===== config.mk =====
export PLATFORM = sky130hd
export DESIGN_NAME = cell_truth_prober_flat
export DESIGN_NICKNAME = d
export VERILOG_FILES = /design/src/rtl/rv523_fixture_pkg.sv /design/src/rtl/cell_truth_prober_if.sv /design/src/rtl/cell_truth_prober_sync2.sv /design/src/rtl/cell_truth_prober.sv /design/src/flat_wrapper.sv
export SDC_FILE = /design/constraint.sdc
export NUM_CORES = 1
export LEC_CHECK = 0
export CELL_PAD_IN_SITES_DETAIL_PLACEMENT = 0
export CELL_PAD_IN_SITES_GLOBAL_PLACEMENT = 1
export CORE_MARGIN = 4
export CORE_UTILIZATION = 25
export CTS_CLUSTER_DIAMETER = 200
export DETAILED_ROUTE_END_ITERATION = 6
export HOLD_SLACK_MARGIN = 0.02
export PLACE_DENSITY_LB_ADDON = 0.05
export REMOVE_ABC_BUFFERS = 1
export SLEW_MARGIN = 10
export SYNTH_ARGS = -nofsm -noshare
export SYNTH_HDL_FRONTEND = slang
export SYNTH_SLANG_ARGS = --single-unit

===== constraint.sdc =====
create_clock -name clk -period 1.95 [get_ports clk]
set_input_delay 0.195 -clock clk [delete_from_list [all_inputs] [get_ports clk]]
set_output_delay 0.195 -clock clk [all_outputs]
set_load 0.05 [all_outputs]

===== src/rtl/rv523_fixture_pkg.sv =====
// Shared definitions for the RV523 bring-up fixture checkers.
//   state_t    : sweep FSM states
//   TT_*       : expected-Y truth tables, bit i = Y when the cell inputs equal i
//   cnt_width  : register width able to hold 0..n-1 (never below 1)
package rv523_fixture_pkg;

  typedef enum logic [1:0] {IDLE, DRIVE, SAMPLE, DONE} state_t;

  localparam logic [3:0] TT_NAND2 = 4'b0111;
  localparam logic [3:0] TT_NOR2  = 4'b0001;
  localparam logic [1:0] TT_INV   = 2'b01;

  function automatic int cnt_width(input int n);
    return (n <= 2) ? 1 : $clog2(n);
  endfunction

endpackage


===== src/rtl/cell_truth_prober_if.sv =====
// Fixture-side bus of the cell truth prober.
//   start/abort : sweep control from the fixture CPU
//   sense       : cell Y pin (asynchronous)
//   drive       : cell input pins, bit0 = A1
//   busy/done/pass/err_count/fail_vec/fail_got : sweep status and results
// master = fixture / cell side, slave = prober.
interface cell_truth_prober_if #(parameter int N_IN = 2);
  logic            start;
  logic            abort;
  logic            sense;
  logic [N_IN-1:0] drive;
  logic            busy;
  logic            done;
  logic            pass;
  logic [N_IN:0]   err_count;
  logic [N_IN-1:0] fail_vec;
  logic            fail_got;

  modport master (
    output start, abort, sense,
    input  drive, busy, done, pass, err_count, fail_vec, fail_got
  );

  modport slave (
    input  start, abort, sense,
    output drive, busy, done, pass, err_count, fail_vec, fail_got
  );
endinterface


===== src/rtl/cell_truth_prober_sync2.sv =====
// Generic 2-flop synchronizer.
//   clk : destination clock     rst : async active-high reset, clears both stages
//   d   : asynchronous input    q   : synchronized output (2 cycles latency)
module sync2 #(
  parameter int W = 1
) (
  input  logic         clk,
  input  logic         rst,
  input  logic [W-1:0] d,
  output logic [W-1:0] q
);

  logic [W-1:0] meta;

  always_ff @(posedge clk or posedge rst) begin
    if (rst) begin
      meta <= '0;
      q    <= '0;
    end else begin
      meta <= d;
      q    <= meta;
    end
  end

endmodule


===== src/rtl/cell_truth_prober.sv =====
// Sequential truth-table checker for one discrete-transistor logic cell.
// Walks drive through 0..2**N_IN-1 in binary order, holds each vector SETTLE
// cycles, samples the synchronized Y pin for one cycle and compares it with
// EXPECT. Reports pass, a saturating mismatch count and the first failing
// vector with the Y value seen there.
//   clk, rst : fixture clock, async active-high reset
//   bus      : cell_truth_prober_if.slave (start/abort/sense in, drive and results out)
module cell_truth_prober
  import rv523_fixture_pkg::*;
#(
  parameter int                    N_IN   = 2,
  parameter int                    SETTLE = 8,
  parameter logic [(2**N_IN)-1:0]  EXPECT = TT_NAND2
) (
  input  logic               clk,
  input  logic               rst,
  cell_truth_prober_if.slave bus
);

  localparam int NV = 2**N_IN;
  localparam int CW = cnt_width(SETTLE);

  state_t          state;
  logic [N_IN:0]   vec;        // one spare bit so the last-vector test never wraps
  logic [CW-1:0]   cnt;
  logic [N_IN-1:0] drive_q;
  logic            busy_q, done_q, pass_q, fail_got_q;
  logic [N_IN:0]   err_q;
  logic [N_IN-1:0] fail_vec_q;

  logic            sense_sync;

  sync2 #(.W(1)) u_sync (
    .clk (clk),
    .rst (rst),
    .d   (bus.sense),
    .q   (sense_sync)
  );

  logic          mismatch, last_vec, settled;
  logic [N_IN:0] vec_inc, err_next;

  always_comb begin
    mismatch = (sense_sync != EXPECT[vec[N_IN-1:0]]);
    last_vec = (vec == (N_IN+1)'(NV-1));
    settled  = (cnt == CW'(SETTLE-1));
    vec_inc  = vec + (N_IN+1)'(1);
    err_next = err_q;
    if (mismatch && (err_q != '1))
      err_next = err_q + (N_IN+1)'(1);
  end

  always_ff @(posedge clk or posedge rst) begin
    if (rst) begin
      state      <= IDLE;
      vec        <= '0;
      cnt        <= '0;
      drive_q    <= '0;
      busy_q     <= 1'b0;
      done_q     <= 1'b0;
      pass_q     <= 1'b0;
      err_q      <= '0;
      fail_vec_q <= '0;
      fail_got_q <= 1'b0;
    end else begin
      done_q <= 1'b0;
      if (bus.abort) begin
        // Partial results stay visible; only the sweep itself is dropped.
        state   <= IDLE;
        drive_q <= '0;
        busy_q  <= 1'b0;
        pass_q  <= 1'b0;
      end else begin
        case (state)
          IDLE: begin
            drive_q <= '0;
            if (bus.start) begin
              err_q      <= '0;
              fail_vec_q <= '0;
              fail_got_q <= 1'b0;
              pass_q     <= 1'b0;
              vec        <= '0;
              cnt        <= '0;
              busy_q     <= 1'b1;
              state      <= DRIVE;
            end
          end
          DRIVE: begin
            if (settled) begin
              cnt   <= '0;
              state <= SAMPLE;
            end else begin
              cnt <= cnt + CW'(1);
            end
          end
          SAMPLE: begin
            err_q <= err_next;
            if (mismatch && (err_q == '0)) begin
              fail_vec_q <= vec[N_IN-1:0];
              fail_got_q <= sense_sync;
            end
            if (last_vec) begin
              drive_q <= '0;
              done_q  <= 1'b1;
              busy_q  <= 1'b0;
              pass_q  <= (err_next == '0);
              state   <= DONE;
            end else begin
              vec     <= vec_inc;
              drive_q <= vec_inc[N_IN-1:0];
              state   <= DRIVE;
            end
          end
          DONE: begin
            state <= IDLE;
          end
          default: state <= IDLE;
        endcase
      end
    end
  end

  assign bus.drive     = drive_q;
  assign bus.busy      = busy_q;
  assign bus.done      = done_q;
  assign bus.pass      = pass_q;
  assign bus.err_count = err_q;
  assign bus.fail_vec  = fail_vec_q;
  assign bus.fail_got  = fail_got_q;

endmodule


===== src/flat_wrapper.sv =====
// flat-port wrapper written by rule: the top's interface ports become plain ports
module cell_truth_prober_flat import rv523_fixture_pkg::*;
#(
  parameter int                    N_IN   = 2,
  parameter int                    SETTLE = 8,
  parameter logic [(2**N_IN)-1:0]  EXPECT = TT_NAND2
)
  (clk, rst, bus_start, bus_abort, bus_sense, bus_drive, bus_busy, bus_done, bus_pass, bus_err_count, bus_fail_vec, bus_fail_got);
  cell_truth_prober_if #(.N_IN(N_IN)) bus_i ();
  input  logic clk;
  input  logic rst;
  input wire logic [$bits(bus_i.start)-1:0] bus_start;
  input wire logic [$bits(bus_i.abort)-1:0] bus_abort;
  input wire logic [$bits(bus_i.sense)-1:0] bus_sense;
  output wire logic [$bits(bus_i.drive)-1:0] bus_drive;
  output wire logic [$bits(bus_i.busy)-1:0] bus_busy;
  output wire logic [$bits(bus_i.done)-1:0] bus_done;
  output wire logic [$bits(bus_i.pass)-1:0] bus_pass;
  output wire logic [$bits(bus_i.err_count)-1:0] bus_err_count;
  output wire logic [$bits(bus_i.fail_vec)-1:0] bus_fail_vec;
  output wire logic [$bits(bus_i.fail_got)-1:0] bus_fail_got;
  assign bus_i.start = bus_start;
  assign bus_i.abort = bus_abort;
  assign bus_i.sense = bus_sense;
  assign bus_drive = bus_i.drive;
  assign bus_busy = bus_i.busy;
  assign bus_done = bus_i.done;
  assign bus_pass = bus_i.pass;
  assign bus_err_count = bus_i.err_count;
  assign bus_fail_vec = bus_i.fail_vec;
  assign bus_fail_got = bus_i.fail_got;
  cell_truth_prober #(.N_IN(N_IN), .SETTLE(SETTLE), .EXPECT(EXPECT)) u_core (.clk(clk), .rst(rst), .bus(bus_i));
endmodule

# == Word level (Yosys, flattened, before mapping) ==
# Index checks and enable logic that the tools add are counted.
# totals
ff_bits,21
input_bits,5
output_inout_bits,11
word_cells,77
# classes
add_sub_neg,3
magnitude_cmp,1
eq_ne,13
n_mux,33
n_bitwise,1
n_reduce_logical,14
# ops
op,n
one-hot mux 3 bit (2 select lines),3
2-to-1 mux 2 bit,8
2-to-1 mux 3 bit,4
2-to-1 mux 1 bit,11
adder 3 x 1 -> 3 bit (second input constant),3
AND reduction 3 bit,3
one-hot mux 2 bit (2 select lines),2
one-hot mux 2 bit (4 select lines),1
AND reduction 4 bit,2
zero test 3 bit,2
inequality test 3 x 2 -> 1 bit (second input constant),2
inequality test 3 bit (second input constant),2
one-hot mux 1 bit (2 select lines),3
equality test 2 bit (second input constant),2
inequality test 2 bit (second input constant),2
nonzero test 2 bit,2
equality test 3 x 2 -> 1 bit (second input constant),1
equality test 3 bit (second input constant),1
< comparator 2 x 3 -> 1 bit (second input constant),1
nonzero test 3 bit,1
binary-select mux 1 bit (select 2 bit),1
equality test 2 x 1 -> 1 bit (second input constant),1
logical AND 1 bit,2
zero test 2 bit,1
other kinds (4),4

# == Depth between registers and ports, before layout ==
# Gate-level depths: netlist (run 1).
# depth
depth_word,9
ltp_mapped,6
ltp_nobuf,5

# == Modules after synthesis ==
# A second synthesis (run 1) with hierarchy kept.
# hier_totals
hier_cells,103
area_unflattened_um2,1066.0
# modules_own_cells
mod,n_inst,cells_each,area_each_um2,seq_area_each_um2
cell_truth_prober,1,100,1012.2,475.5
sync2,1,3,53.8,50.0

# == Least setup slack after synthesis (run 1) ==
# Ideal clock, no wire load.
# synth_path
kind,flip-flop to flip-flop
from,"register u_core.err_q[0], in the netlist u_core.bus.err_count[0]"
to,"register u_core.err_q[2], in the netlist u_core.bus.err_count[2]"
setup_time_ns,0.126
t_arrival_ns,1.566
t_required_ns,1.824
path_slack_ns,0.258
stages_incl_launch_ff,5
path_buffers,0
period_less_slack_ns,1.692
path_cell_list,dfrtp_1 ha_1 ha_1 o211a_1 a221o_1
# synth_between
elab_chain_cells,4
elab_cells_between_ends,5
cone_classes,1 x add/sub; 1 x eq/ne; 2 x mux; 1 x reduce/logical
# synth_lines
element,line_no,text
from (decl),cell_truth_prober.sv:28,logic [N_IN:0] err_q;
from (signal assigned),cell_truth_prober.sv:97,err_q <= err_next;
"parallel branches: the longest is 2 deep, another holds adder 3 x 1 -> 3 bit",--,
2-to-1 mux 3 bit (*),cell_truth_prober.sv:49,if (mismatch && (err_q != '1))
one-hot mux 3 bit (2 select lines) (*),cell_truth_prober.sv:74,case (state)
# Mark *: on every way between the ends.
# A chain may end at the register's enable or synchronous reset.

# == Worst setup path after layout (run 1) ==
# layout_path
from,"register u_core.err_q[2], in the netlist u_core.bus.err_count[2]"
to,output port bus_err_count[2]
# layout_rtl
element,line_no,text
to (decl),flat_wrapper.sv:19,output wire logic [$bits(bus_i.err_count)-1:0] bus_err_count;
# No word-level cell between the ends.

==> parameters.txt, run 1 <==
Parameter                              Value

GRT
  Gr usage total ... 0.103
  Remaining global-route overflow ... 0
  Via count of the first global-routing pass ... 948
  Maximum number of pins on one net before global-route repair ... 22
  Antenna violations before repair ... 0
  Wire length of the first global-routing pass ... 4.88 mm

Floorplanning
  Die Height ... about 77 um
  Total Die Area ... 5860 um2
  Initial Util ... 0.264
  Core area ... 4440 um2
  Floorplan die width ... 76.6 um
  Standard-cell rows ... 24
  Number of top-level design ports ... 16

Logic synthesis
  Top cells by count, synth ... 21 x sky130_fd_sc_hd__dfrtp_1, 9 x sky130_fd_sc_hd__o21ai_0, 7 x sky130_fd_sc_hd__ha_1, 7 x sky130_fd_sc_hd__nand3_1, 6 x sky130_fd_sc_hd__inv_1
  Area share of the largest cell type after synthesis ... 0.447
  Synth cell types ... 38
  Main area contributors after synthesis ... sky130_fd_sc_hd__dfrtp_1 45%, sky130_fd_sc_hd__ha_1 7.5%, sky130_fd_sc_hd__o21ai_0 3.8%, sky130_fd_sc_hd__nor4bb_1 3.4%, sky130_fd_sc_hd__a22o_1 3.0%
  Summed instance area of the synthesized netlist ... 1170 um2
  Number of synthesized flops with an enable pin ... 0
  Most frequently used flop master after synthesis ... sky130_fd_sc_hd__dfrtp_1
  Area leader, netlist ... sky130_fd_sc_hd__dfrtp_1
  Async set or reset register ratio after synthesis ... 1.00
  Sequential fraction of the synthesis area ... 0.447
  Register bit count reported by yosys ... 21
  Synth warn ... 0
  Count leader, synth ... sky130_fd_sc_hd__dfrtp_1
  Gate count of the mapped netlist ... 111
  Post-Syn Area per Cell ... 10.6 um2

STA
  Largest clock skew in the final design ... about 3.2 ps
  Max-slew violations ... 0
  Final total negative setup slack ... 0 ps
  Setup repair after global routing missed its margin ... no
  Max Fclk ... 570 MHz
  Worst slew margin relative to its limit ... 0.657
  Final hold violation count ... 0
  Final-report setup violation count ... 0
  Min Clock Period, post-route ... 1760 ps
  Final Cycle Share ... 0.900
  Worst hold slack after final layout ... 273 ps
  Crit path setup slack, layout ... 195 ps
  Slew at the pin with the worst max-slew slack ... 514 ps

Routing
  Antenna-violating nets left ... 0
  Detail-routed via count per cell ... about 5
  Average detailed-routed wire length per instance ... 15.6 um
  Starting DRC count in detailed routing ... 45
  Total via count after detailed routing ... approximately 900
  1st-pass router iterations ... 4
  Final Routed Wirelength ... ~2.8 mm
  DRC ... 0

Pwr
  Power per standard cell area ... just over 600 nW/um2
  Clock share of power ... 0.334
  Relative contribution of combinational cells to total power ... 0.127
  Switching power of the nets ... 224 uW
  Proportion of total power due to net switching ... 0.259
  Leakage power figure ... approximately 0.63 nW
  P_int ... 643 uW
  Peak supply drop ... 367 uV
  Part of the total power dissipated in sequential elements ... 0.539

Cells and area
  Post-Layout Cell Count ... 180
  Fraction of final layout cells with drive strength greater than 1 ... 0.102
  Antenna cells ... 0
  Total number of nets in the final design ... around 140
  Final core utilization ... 0.323
  Syn-to-layout area delta ... 22.3%

Critical path
  Number of cells on the worst reg-to-reg path ... 4
  Number of buffers and inverters on the critical path ... 1
  Ordered cell list for the critical path ... clkdlybuf4s50_1
  Required time reported for the critical path endpoint ... 1750 ps
  Reg2Reg Capture Point ... u_core.bus.err_count[1]
  Largest fanout on the critical path ... 7
  Crit path capture type ... output port
  Register-to-register setup slack ... between 200 and 250 ps
  Largest stage delay on the critical path ... between 800 and 900 ps
  Cell family with most CP delay ... buffers and inverters
  Critical Path Slowest Stage Cell ... sky130_fd_sc_hd__clkdlybuf4s50_1
  Critical path class ... reg -> out
  Data arrival time of the critical path ... 1560 ps
  Launching point of the worst reg2reg path ... u_core.vec[0]
  Critical path launch point type ... flop

Clock network
  Sinks on Clock Net ... 21
  Number of hold-repair buffers added at the cts stage ... 0
  Reg clk slew, reported paths ... 80 ps
  Bufs on Longest Clock Path ... 2
  Clock latency at the later pin of the worst-skew pair ... 260 ps
  CTS-repair resized insts ... 0
  Inserted Clock Buffers ... 3
  Clock tree from TritonCTS ... yes
  Root buffer selected by CTS ... sky130_fd_sc_hd__clkbuf_8
  Max H-tree Level ... 1
  Number of buffers inserted to repair setup after CTS ... 0

Flow run
  Max Cap Viol ... 0

Place
  Detailed placer's ending HPWL ... about 2.0 mm
  Cell Count Post-Placement ... between 150 and 200
  Routability-driven placement congestion ratio ... 0.678
  Dpl ws ... 268 ps
  Number of port buffers ... 15

Status
  Status ... completed

Min path
  HP Class ... in -> async
[cell type report]
cell class | count | area [um2]
Clock buffer | 4 | 45.0
Inverter | 6 | 22.5
Sequential cell | 21 | 526
Timing Repair Buffer | 19 | 180
Fill cell | 477 | 3010
Tap cell | 52 | 65.1
Multi-Input combinational cell | 78 | 598
[placed cells by master (no fill, tap or decap), drive strengths merged, types with 2 or more instances in the layout]
| cell | count |
|---|---|
| dfrtp | 21 |
| clkdlybuf4s50 | 15 |
| o21ai | 9 |
| nand3 | 7 |
| ha | 7 |
| inv | 6 |
| nor2 | 5 |
| nor2b | 4 |
| o211ai | 4 |
| a21oi | 4 |
| a22o | 4 |
| nor4bb | 4 |
| buf | 4 |
| clkbuf | 4 |
| nor3b | 3 |
| nor3 | 2 |
| nand2 | 2 |
| o211a | 2 |
| a221o | 2 |
| nand2b | 2 |
| o21bai | 2 |
[state kept, by name, indices dropped and copies added, names as in the netlist]
| register | count |
|---|---|
| u_core.bus.fail_vec | 2 |
| u_core.bus.busy | 1 |
| u_core.bus.done | 1 |
| u_core.vec | 3 |
| u_core.bus.err_count | 3 |
| u_core.u_sync.q | 1 |
| u_core.state | 2 |
| u_core.bus.fail_got | 1 |
| u_core.bus.drive | 2 |
| u_core.cnt | 3 |
| u_core.u_sync.meta | 1 |
| u_core.bus.pass | 1 |
[how the worst max path moves through the flow]
stage / from / to / slack [ps] / cells after the start
final: u_core.bus.err_count[2] / bus_err_count[2] / 190 / 1
after global placement: bus_abort / u_core.cnt[1] / 270 / 5
after CTS: u_core.bus.err_count[2] / bus_err_count[2] / 170 / 1
after detailed placement: u_core.vec[0] / u_core.bus.err_count[1] / 270 / 4
after global routing: u_core.vec[0] / u_core.vec[1] / 70 / 5
after floorplan: u_core.bus.err_count[0] / u_core.bus.err_count[2] / 260 / 4
[kinds of logic (layout without fill, tap and decap cells)]
logic type      Yosys count  after routing  synth area share
compound gates           31             31             0.195
xor+xnor                  2              2            0.0213
fa+ha+maj                 7              7            0.0745
buf+inv                  12             29            0.0437
flops                    21             21             0.447
mux                       1              1           0.00852
simple gates             37             37             0.210
[through the flow]
step	total power, mW	area, um2
after floorplan	0.538	1150
after global placement	0.587	1390
after detailed placement	0.589	1390
after CTS	0.886	1440
after global routing	0.919	1440
final	0.868	1440
[per-layer routing]
| metal | GRT usage | vias up | share of wire |
|---|---|---|---|
| met3 | 0.0284 | 2 | 0.027 |
| met4 | 0.0217 | 0 | 0.0082 |
| met2 | 0.164 | 14 | 0.45 |
| li1 | - | 446 | - |
| met1 | 0.139 | 443 | 0.52 |
| met5 | 0 | - | 0 |
[power by group through the flow]
| stage | registers [mW] | clock network, mW | logic, mW |
|---|---|---|---|
| after CTS | 0.468 | 0.306 | 0.112 |
| after floorplan | 0.485 | 0 | 0.0530 |
| after global placement | 0.476 | 0 | 0.112 |
| after global routing | 0.471 | 0.323 | 0.124 |
| final | 0.468 | 0.290 | 0.110 |
| after detailed placement | 0.477 | 0 | 0.112 |
Power figures use the tool's default switching activity.
==> inputs of run 2 (changes only) <==
--- a/config.mk
+++ b/config.mk
@@ -5,6 +5,7 @@
 export SDC_FILE = /design/constraint.sdc
 export NUM_CORES = 1
 export LEC_CHECK = 0
+export CAP_MARGIN = 10
 export CELL_PAD_IN_SITES_DETAIL_PLACEMENT = 0
 export CELL_PAD_IN_SITES_GLOBAL_PLACEMENT = 1
 export CORE_MARGIN = 4
==> results of run 2 <==
Same layout as run 1: the final DEF is identical, and so are final timing and power.
==> inputs of run 3 (changes only) <==
--- a/config.mk
+++ b/config.mk
@@ -5,7 +5,6 @@
 export SDC_FILE = /design/constraint.sdc
 export NUM_CORES = 1
 export LEC_CHECK = 0
-export CAP_MARGIN = 10
 export CELL_PAD_IN_SITES_DETAIL_PLACEMENT = 0
 export CELL_PAD_IN_SITES_GLOBAL_PLACEMENT = 1
 export CORE_MARGIN = 4
@@ -15,6 +14,7 @@
 export HOLD_SLACK_MARGIN = 0.02
 export PLACE_DENSITY_LB_ADDON = 0.05
 export REMOVE_ABC_BUFFERS = 1
+export SKIP_LAST_GASP = 1
 export SLEW_MARGIN = 10
 export SYNTH_ARGS = -nofsm -noshare
 export SYNTH_HDL_FRONTEND = slang
==> results of run 3 <==
Same layout as run 1: the final DEF is identical, and so are final timing and power.
